$ cat config.mk
export PLATFORM = sky130hd
export DESIGN_NAME = inst_fetch_decode
export DESIGN_NICKNAME = d
export VERILOG_FILES = /design/src/rtl/c0_pkg.sv /design/src/rtl/inst_fields.sv /design/src/rtl/inst_fetch_decode.sv
export SDC_FILE = /design/constraint.sdc
export NUM_CORES = 1
export LEC_CHECK = 0
export CAP_MARGIN = 10
export CORE_MARGIN = 2
export CORE_UTILIZATION = 25
export CTS_CLUSTER_SIZE = 20
export DETAILED_ROUTE_END_ITERATION = 12
export SYNTH_ARGS = -nofsm -noshare
export SYNTH_HDL_FRONTEND = slang
export SYNTH_SLANG_ARGS = --single-unit
$ cat constraint.sdc
create_clock -name CLK -period 4.7 [get_ports CLK]
set_input_delay 1.41 -clock CLK [delete_from_list [all_inputs] [get_ports CLK]]
set_output_delay 1.41 -clock CLK [all_outputs]
set_load 0.03 [all_outputs]
$ cat src/rtl/c0_pkg.sv
// Shared definitions for the instruction fetch/decode sequencer: field positions,
// class codes, NOP/halt encodings, FSM states and the decoded control bundle.
package c0_pkg;

    localparam int CLS_HI  = 31;
    localparam int CLS_LO  = 30;
    localparam int MS_HI   = 29;
    localparam int MS_LO   = 28;
    localparam int IRS_BIT = 27;
    localparam int RS_HI   = 26;
    localparam int RS_LO   = 24;
    localparam int AR_HI   = 23;
    localparam int AR_LO   = 21;
    localparam int BS_HI   = 20;
    localparam int BS_LO   = 18;
    localparam int OP_HI   = 17;
    localparam int OP_LO   = 14;
    localparam int RSV_HI  = 13;
    localparam int RSV_LO  = 8;
    localparam int IMM_HI  = 7;
    localparam int IMM_LO  = 0;

    typedef enum logic [1:0] {
        CLS_NOP = 2'b00,
        CLS_ALU = 2'b01,
        CLS_JMP = 2'b10,
        CLS_MEM = 2'b11
    } inst_class_t;

    localparam logic [31:0] NOP_WORD = 32'h0000_0000;
    localparam logic [7:0]  HALT_IMM = 8'hFF;

    typedef enum logic [2:0] {
        S_IDLE,
        S_FETCH,
        S_WAIT,
        S_SETUP,
        S_HIGH,
        S_LOW,
        S_HALT
    } state_t;

    typedef struct packed {
        logic       mem_inst;
        logic       alu_inst;
        logic       jmp_inst;
        logic [1:0] ms;
        logic       irs;
        logic [2:0] rs;
        logic [2:0] ar;
        logic [2:0] bs;
        logic [3:0] op;
        logic [7:0] imm;
    } ctrl_t;

    // NOP rewrites R0 with itself: MS=01 routes R0 back through the write path.
    function automatic ctrl_t nop_ctrl();
        ctrl_t c;
        c     = '0;
        c.ms  = 2'b01;
        return c;
    endfunction

    function automatic logic is_halt_word(logic [31:0] w);
        return (inst_class_t'(w[CLS_HI:CLS_LO]) == CLS_NOP) && (w[IMM_HI:IMM_LO] == HALT_IMM);
    endfunction

endpackage

$ cat src/rtl/inst_fields.sv
// Combinational split of an instruction word into the core control bundle.
module inst_fields
    import c0_pkg::*;
(
    input  logic [31:0] ir,
    output ctrl_t       ctrl
);

    logic unused_rsvd;
    assign unused_rsvd = ^ir[RSV_HI:RSV_LO];

    inst_class_t cls;
    assign cls = inst_class_t'(ir[CLS_HI:CLS_LO]);

    always_comb begin
        ctrl = nop_ctrl();
        if (cls != CLS_NOP) begin
            ctrl.mem_inst = (cls == CLS_MEM);
            ctrl.alu_inst = (cls == CLS_ALU);
            ctrl.jmp_inst = (cls == CLS_JMP);
            ctrl.ms       = ir[MS_HI:MS_LO];
            ctrl.irs      = ir[IRS_BIT];
            ctrl.rs       = ir[RS_HI:RS_LO];
            ctrl.ar       = ir[AR_HI:AR_LO];
            ctrl.bs       = ir[BS_HI:BS_LO];
            ctrl.op       = ir[OP_HI:OP_LO];
            ctrl.imm      = ir[IMM_HI:IMM_LO];
        end
    end

endmodule

$ cat src/rtl/inst_fetch_decode.sv
// Fetches one word per step, decodes it and drives a SETUP/HIGH/LOW step clock into the core.
// Optional: define C0_HALT_EN to make a NOP with IMM=8'hFF park the sequencer in HALT.
module inst_fetch_decode
    import c0_pkg::*;
(
    input  logic        CLK,
    input  logic        RST,
    input  logic        RUN,
    input  logic [7:0]  ADDR_IN,
    output logic        MEM_REQ,
    output logic [7:0]  MEM_ADDR,
    input  logic        MEM_ACK,
    input  logic [31:0] MEM_DATA,
    output logic        CORE_CLK,
    output logic        MEM_INST,
    output logic        ALU_INST,
    output logic        JMP_INST,
    output logic        MS1,
    output logic        MS0,
    output logic        IRS,
    output logic        RS2,
    output logic        RS1,
    output logic        RS0,
    output logic        AR2,
    output logic        AR1,
    output logic        AR0,
    output logic        BS2,
    output logic        BS1,
    output logic        BS0,
    output logic [3:0]  OP,
    output logic [7:0]  IMM,
    output logic        HALTED
);

    state_t      state, state_nxt;
    logic [31:0] ir, ir_nxt;
    ctrl_t       ctrl_dec, ctrl_q;
    logic        core_clk_q, mem_req_q;
    logic [7:0]  mem_addr_q;
    logic        halt_step;
    logic        req_nxt;

    // Decoding the next IR lets the registered outputs be valid in the SETUP cycle itself.
    assign ir_nxt = (state == S_WAIT && MEM_ACK) ? MEM_DATA : ir;

    inst_fields u_fields (
        .ir   (ir_nxt),
        .ctrl (ctrl_dec)
    );

`ifdef C0_HALT_EN
    assign halt_step = is_halt_word(ir);
    assign HALTED    = (state == S_HALT);
`else
    assign halt_step = 1'b0;
    assign HALTED    = 1'b0;
`endif

    always_comb begin
        state_nxt = state;
        req_nxt   = 1'b0;
        unique case (state)
            S_IDLE:  if (RUN) state_nxt = S_FETCH;
            S_FETCH: state_nxt = S_WAIT;
            S_WAIT:  if (MEM_ACK) state_nxt = S_SETUP;
            S_SETUP: state_nxt = S_HIGH;
            S_HIGH:  state_nxt = S_LOW;
            S_LOW: begin
                if (halt_step)  state_nxt = S_HALT;
                else if (RUN)   state_nxt = S_FETCH;
                else            state_nxt = S_IDLE;
            end
            S_HALT:  state_nxt = S_HALT;
            default: state_nxt = S_IDLE;
        endcase
        req_nxt = (state_nxt == S_FETCH) || (state_nxt == S_WAIT);
    end

    always_ff @(posedge CLK or posedge RST) begin
        if (RST) begin
            state      <= S_IDLE;
            ir         <= NOP_WORD;
            ctrl_q     <= nop_ctrl();
            core_clk_q <= 1'b0;
            mem_req_q  <= 1'b0;
            mem_addr_q <= 8'h00;
        end else begin
            state      <= state_nxt;
            ir         <= ir_nxt;
            ctrl_q     <= ctrl_dec;
            core_clk_q <= (state_nxt == S_HIGH);
            mem_req_q  <= req_nxt;
            if (state_nxt == S_FETCH && state != S_FETCH)
                mem_addr_q <= ADDR_IN;
        end
    end

    assign CORE_CLK = core_clk_q;
    assign MEM_REQ  = mem_req_q;
    assign MEM_ADDR = mem_addr_q;

    assign {MEM_INST, ALU_INST, JMP_INST, MS1, MS0, IRS,
            RS2, RS1, RS0, AR2, AR1, AR0, BS2, BS1, BS0, OP, IMM} = ctrl_q;

endmodule

==> impl_metrics.prom <==
# TYPE chip_impl_metric gauge
chip_impl_metric{name="drt_iter0_markers",unit=""} 29
chip_impl_info{name="worst_setup_path_start_kind",value="input port"} 1
chip_impl_metric{name="ios",unit=""} 82
chip_impl_metric{name="syn_area_per_cell",unit="sq um"} 12.3
chip_impl_metric{name="finClkSkew",unit="ns"} 0.00781
chip_impl_info{name="min-delay-path-class",value="reg -> reg"} 1
chip_impl_metric{name="route.detailed.vias_per_inst",unit=""} 4.26
chip_impl_metric{name="fin_crit_sh",unit=""} 0.645
chip_impl_info{name="cts_tree",value="done"} 1
chip_impl_info{name="timing.critical_path.slowest_stage_cell",value="sky130_fd_sc_hd__buf_4"} 1
chip_impl_metric{name="post_synth_xor_area_fraction",unit=""} 0.00327
chip_impl_info{name="layout_common_cells",value="74 x sky130_fd_sc_hd__clkdlybuf4s50_1, 65 x sky130_fd_sc_hd__dfrtp_1, 28 x sky130_fd_sc_hd__o21ai_0"} 1
chip_impl_info{name="cts.root.buffer_cell",value="sky130_fd_sc_hd__clkbuf_8"} 1
chip_impl_metric{name="cts.repair.resized",unit=""} 0
chip_impl_metric{name="dp.final_hpwl",unit="um"} 3540
chip_impl_metric{name="diodes",unit=""} 0
chip_impl_metric{name="seq_area_frac_synth",unit=""} 0.616
chip_impl_metric{name="synth_compound_gate_area_share",unit=""} 0.0602
chip_impl_info{name="setup.worst_path.class",value="in -> reg"} 1
chip_impl_metric{name="max-slew-margin-rel",unit=""} 0.325
chip_impl_metric{name="cts_hold_buffers",unit=""} 0
chip_impl_metric{name="globalRouteTotalUtil",unit=""} 0.102
chip_impl_metric{name="synth.yosys.warnings",unit=""} 0
chip_impl_metric{name="first_global_vias",unit=""} 1873
chip_impl_metric{name="finalWorstSetupSlack",unit="ns"} 1.67
chip_impl_info{name="run_status",value="completed"} 1
chip_impl_info{name="synth_top_family_by_area",value="multiplexers"} 1
chip_impl_metric{name="mappedNetlistNets",unit=""} 262
chip_impl_metric{name="detailedRoute.firstPassIterationCount",unit=""} 4
chip_impl_metric{name="maximum_number_of_pins_on_one_net_before_global_route_repair",unit=""} 82
chip_impl_metric{name="post_synth_and_or_nand_nor_area_fraction",unit=""} 0.121
chip_impl_metric{name="cts_max_level",unit=""} 3
chip_impl_metric{name="placement_rows",unit=""} 37
chip_impl_metric{name="numCtsBuffers",unit=""} 9
chip_impl_metric{name="netlist-cell-type-count",unit=""} 27
chip_impl_metric{name="ir_drop",unit="V"} 0.000203
chip_impl_metric{name="floorplan.die.height",unit="um"} 108
chip_impl_metric{name="synth_adder_area_share",unit=""} 0.00747
chip_impl_metric{name="setup_violations",unit=""} 0
chip_impl_metric{name="grt_pass1_wl",unit="um"} 9020
chip_impl_metric{name="timing.critical_path.fanout_max",unit=""} 81
chip_impl_info{name="ys.flop_type",value="sky130_fd_sc_hd__dfrtp_1"} 1
chip_impl_metric{name="gp_routability_congestion",unit=""} 0.699
chip_impl_metric{name="async_set_or_reset_flop_fraction_in_the_synthesized_netlist",unit=""} 1.00
chip_impl_metric{name="area_of_the_die",unit="sq mm"} 0.0116
chip_impl_metric{name="timing.critical_path.arrival",unit="ns"} 3.26
chip_impl_info{name="mostFrequentLayoutCell",value="sky130_fd_sc_hd__clkdlybuf4s50_1"} 1
chip_impl_metric{name="timing.critical_path.required",unit="ns"} 4.92
chip_impl_metric{name="final_nets",unit=""} 332
chip_impl_metric{name="worst_setup_hold_path_clk_slew",unit="ns"} 0.08
chip_impl_metric{name="power_density",unit="mW/mm^2"} 685
chip_impl_metric{name="final.fill_count",unit=""} 1056
chip_impl_metric{name="die_width",unit="um"} 108
chip_impl_metric{name="finalSetupTns",unit="ns"} 0
chip_impl_metric{name="finalCriticalPeriod",unit="ns"} 3.03
chip_impl_metric{name="via_count",unit=""} 1829
chip_impl_metric{name="maxCapViolations",unit=""} 0
chip_impl_metric{name="leakage_power",unit="nW"} 1.54
chip_impl_info{name="cp_cell_sequence",value="clkdlybuf4s50_1 -> nor4bb_4 -> buf_4 -> mux2_2"} 1
chip_impl_metric{name="detail-route-antenna-nets",unit=""} 0
chip_impl_metric{name="number_of_drc_violations_after_detailed_routing",unit=""} 0
chip_impl_metric{name="synth_area",unit="sq mm"} 0.00268
chip_impl_metric{name="grt_remaining_overflow",unit=""} 0
chip_impl_metric{name="insertion_delay",unit="ns"} 0.34
chip_impl_info{name="end_kind",value="flop"} 1
chip_impl_metric{name="fmax",unit="MHz"} 330
chip_impl_metric{name="route.final.wire_length",unit="um"} 5400
chip_impl_info{name="rsz0062_at_grt",value="false"} 1
chip_impl_metric{name="placement.setup.worst_slack",unit="ns"} 1.30
chip_impl_metric{name="routedWlPerCell",unit="um"} 12.6
chip_impl_metric{name="sink_count_of_the_clock_tree",unit=""} 66
chip_impl_metric{name="synth-seq-cells",unit=""} 66
chip_impl_metric{name="cts_setup_buffers",unit=""} 0
chip_impl_metric{name="postSynthCellCount",unit=""} 218
chip_impl_metric{name="timing_worst_slew_pin_value",unit="ns"} 1.01
chip_impl_metric{name="initial_utilization",unit=""} 0.259
chip_impl_metric{name="crit_path_max_incr_delay",unit="ns"} 0.65
chip_impl_metric{name="synth-edff-count",unit=""} 0
chip_impl_metric{name="post_synth_mux_area_share",unit=""} 0.143
chip_impl_metric{name="io_buffer_count",unit=""} 74
chip_impl_metric{name="area_growth",unit="%"} 38.1
chip_impl_metric{name="ctsLongestPathBuffers",unit=""} 2
chip_impl_metric{name="final_hold_violation_count",unit=""} 0
chip_impl_metric{name="final_max_slew_viol_count",unit=""} 0
chip_impl_metric{name="fp.coreArea",unit="sq mm"} 0.0104
chip_impl_metric{name="layout-drive-gt1-share",unit=""} 0.113
chip_impl_metric{name="initial_antenna_violation_count",unit=""} 0
registers in the layout (all words and copies together), names as in the netlist, 3 cells and up:
register,cells
state,3
ir,26
IMM,8
MEM_ADDR,8
OP,4
per-stage QoR:
step / std cells / cell area [sq um] / utilization / power (mW) / hold WS (ns)
6_report: 429 / 3700 / 0.357 / 2.53 / 0.489
5_1_grt: 429 / 3700 / 0.357 / 2.71 / 0.507
2_1_floorplan: 218 / 2680 / - / 1.68 / 0.458
3_5_place_dp: 413 / 3500 / 0.337 / 2.08 / 0.475
3_3_place_gp: 413 / 3500 / 0.337 / 2.05 / 0.467
4_1_cts: 429 / 3700 / 0.357 / 2.58 / 0.493
worst max-delay path, delay by kind of cell:
family	cells	cell delay, ns
muxes	1	0.41
and+or+nand+nor	1	0.28
buffers and inverters	2	1.14
synthesized netlist by cell type, drive strengths merged (3+ instances only):
library cell	instances	area, sq um
inv	5	18.8
nand3	24	120
nand2	24	90.1
nand3b	3	22.5
dfrtp	65	1630
o21ai	28	140
buf	10	81.3
clkbuf	7	27.5
mux2	34	383
kinds of logic after synthesis:
family,after synthesis
XOR/XNOR,1
other,1
multiplexers,34
buffers and inverters,22
AO/OA/AOI/OAI,31
flip-flops,66
AND/OR/NAND/NOR,61
adder cells (fa/ha/maj),2
power breakdown:
group          switching (mW)  internal, mW  leakage [nW]  total, mW
logic                   0.595         0.483         0.638       1.08
clock network           0.229         0.259        0.0945      0.488
registers               0.125         0.844         0.807      0.969
total                   0.949          1.59          1.54       2.53
worst paths after layout:
path | cells after the start | slack (ns) | startpoint | endpoint
worst max-delay path | 4 | 1.67 | MEM_ACK | ir[7]
worst min-delay path | 1 | 0.49 | ir[25] | ir[25]
worst max register to register | 3 | 2.73 | state[2] | ir[7]
worst min register to register | 1 | 0.49 | ir[25] | ir[25]
max in group asynchronous | 3 | 2.23 | RST | IMM[6]
min in group asynchronous | 2 | 1.63 | RST | CORE_CLK
per-layer routing:
layer	vias to the layer above	global-route usage	routed length, um
met3	11	0.0266	216
met2	40	0.162	2580
met4	0	0.0659	155
li1	879	-	-
met5	-	0	0
met1	899	0.122	2450
final cells by class:
type                    instances  area [sq um]  share of cell area
multi-input cells             130           901               0.243
repair buffers                 76           756               0.204
clock inverters                 6          66.3              0.0179
well taps                     136           170              0.0460
clock buffers                  10           138              0.0372
inverters                       5          18.8             0.00507
flip-flops and latches         66          1650               0.446
Power figures use the tool's default switching activity.
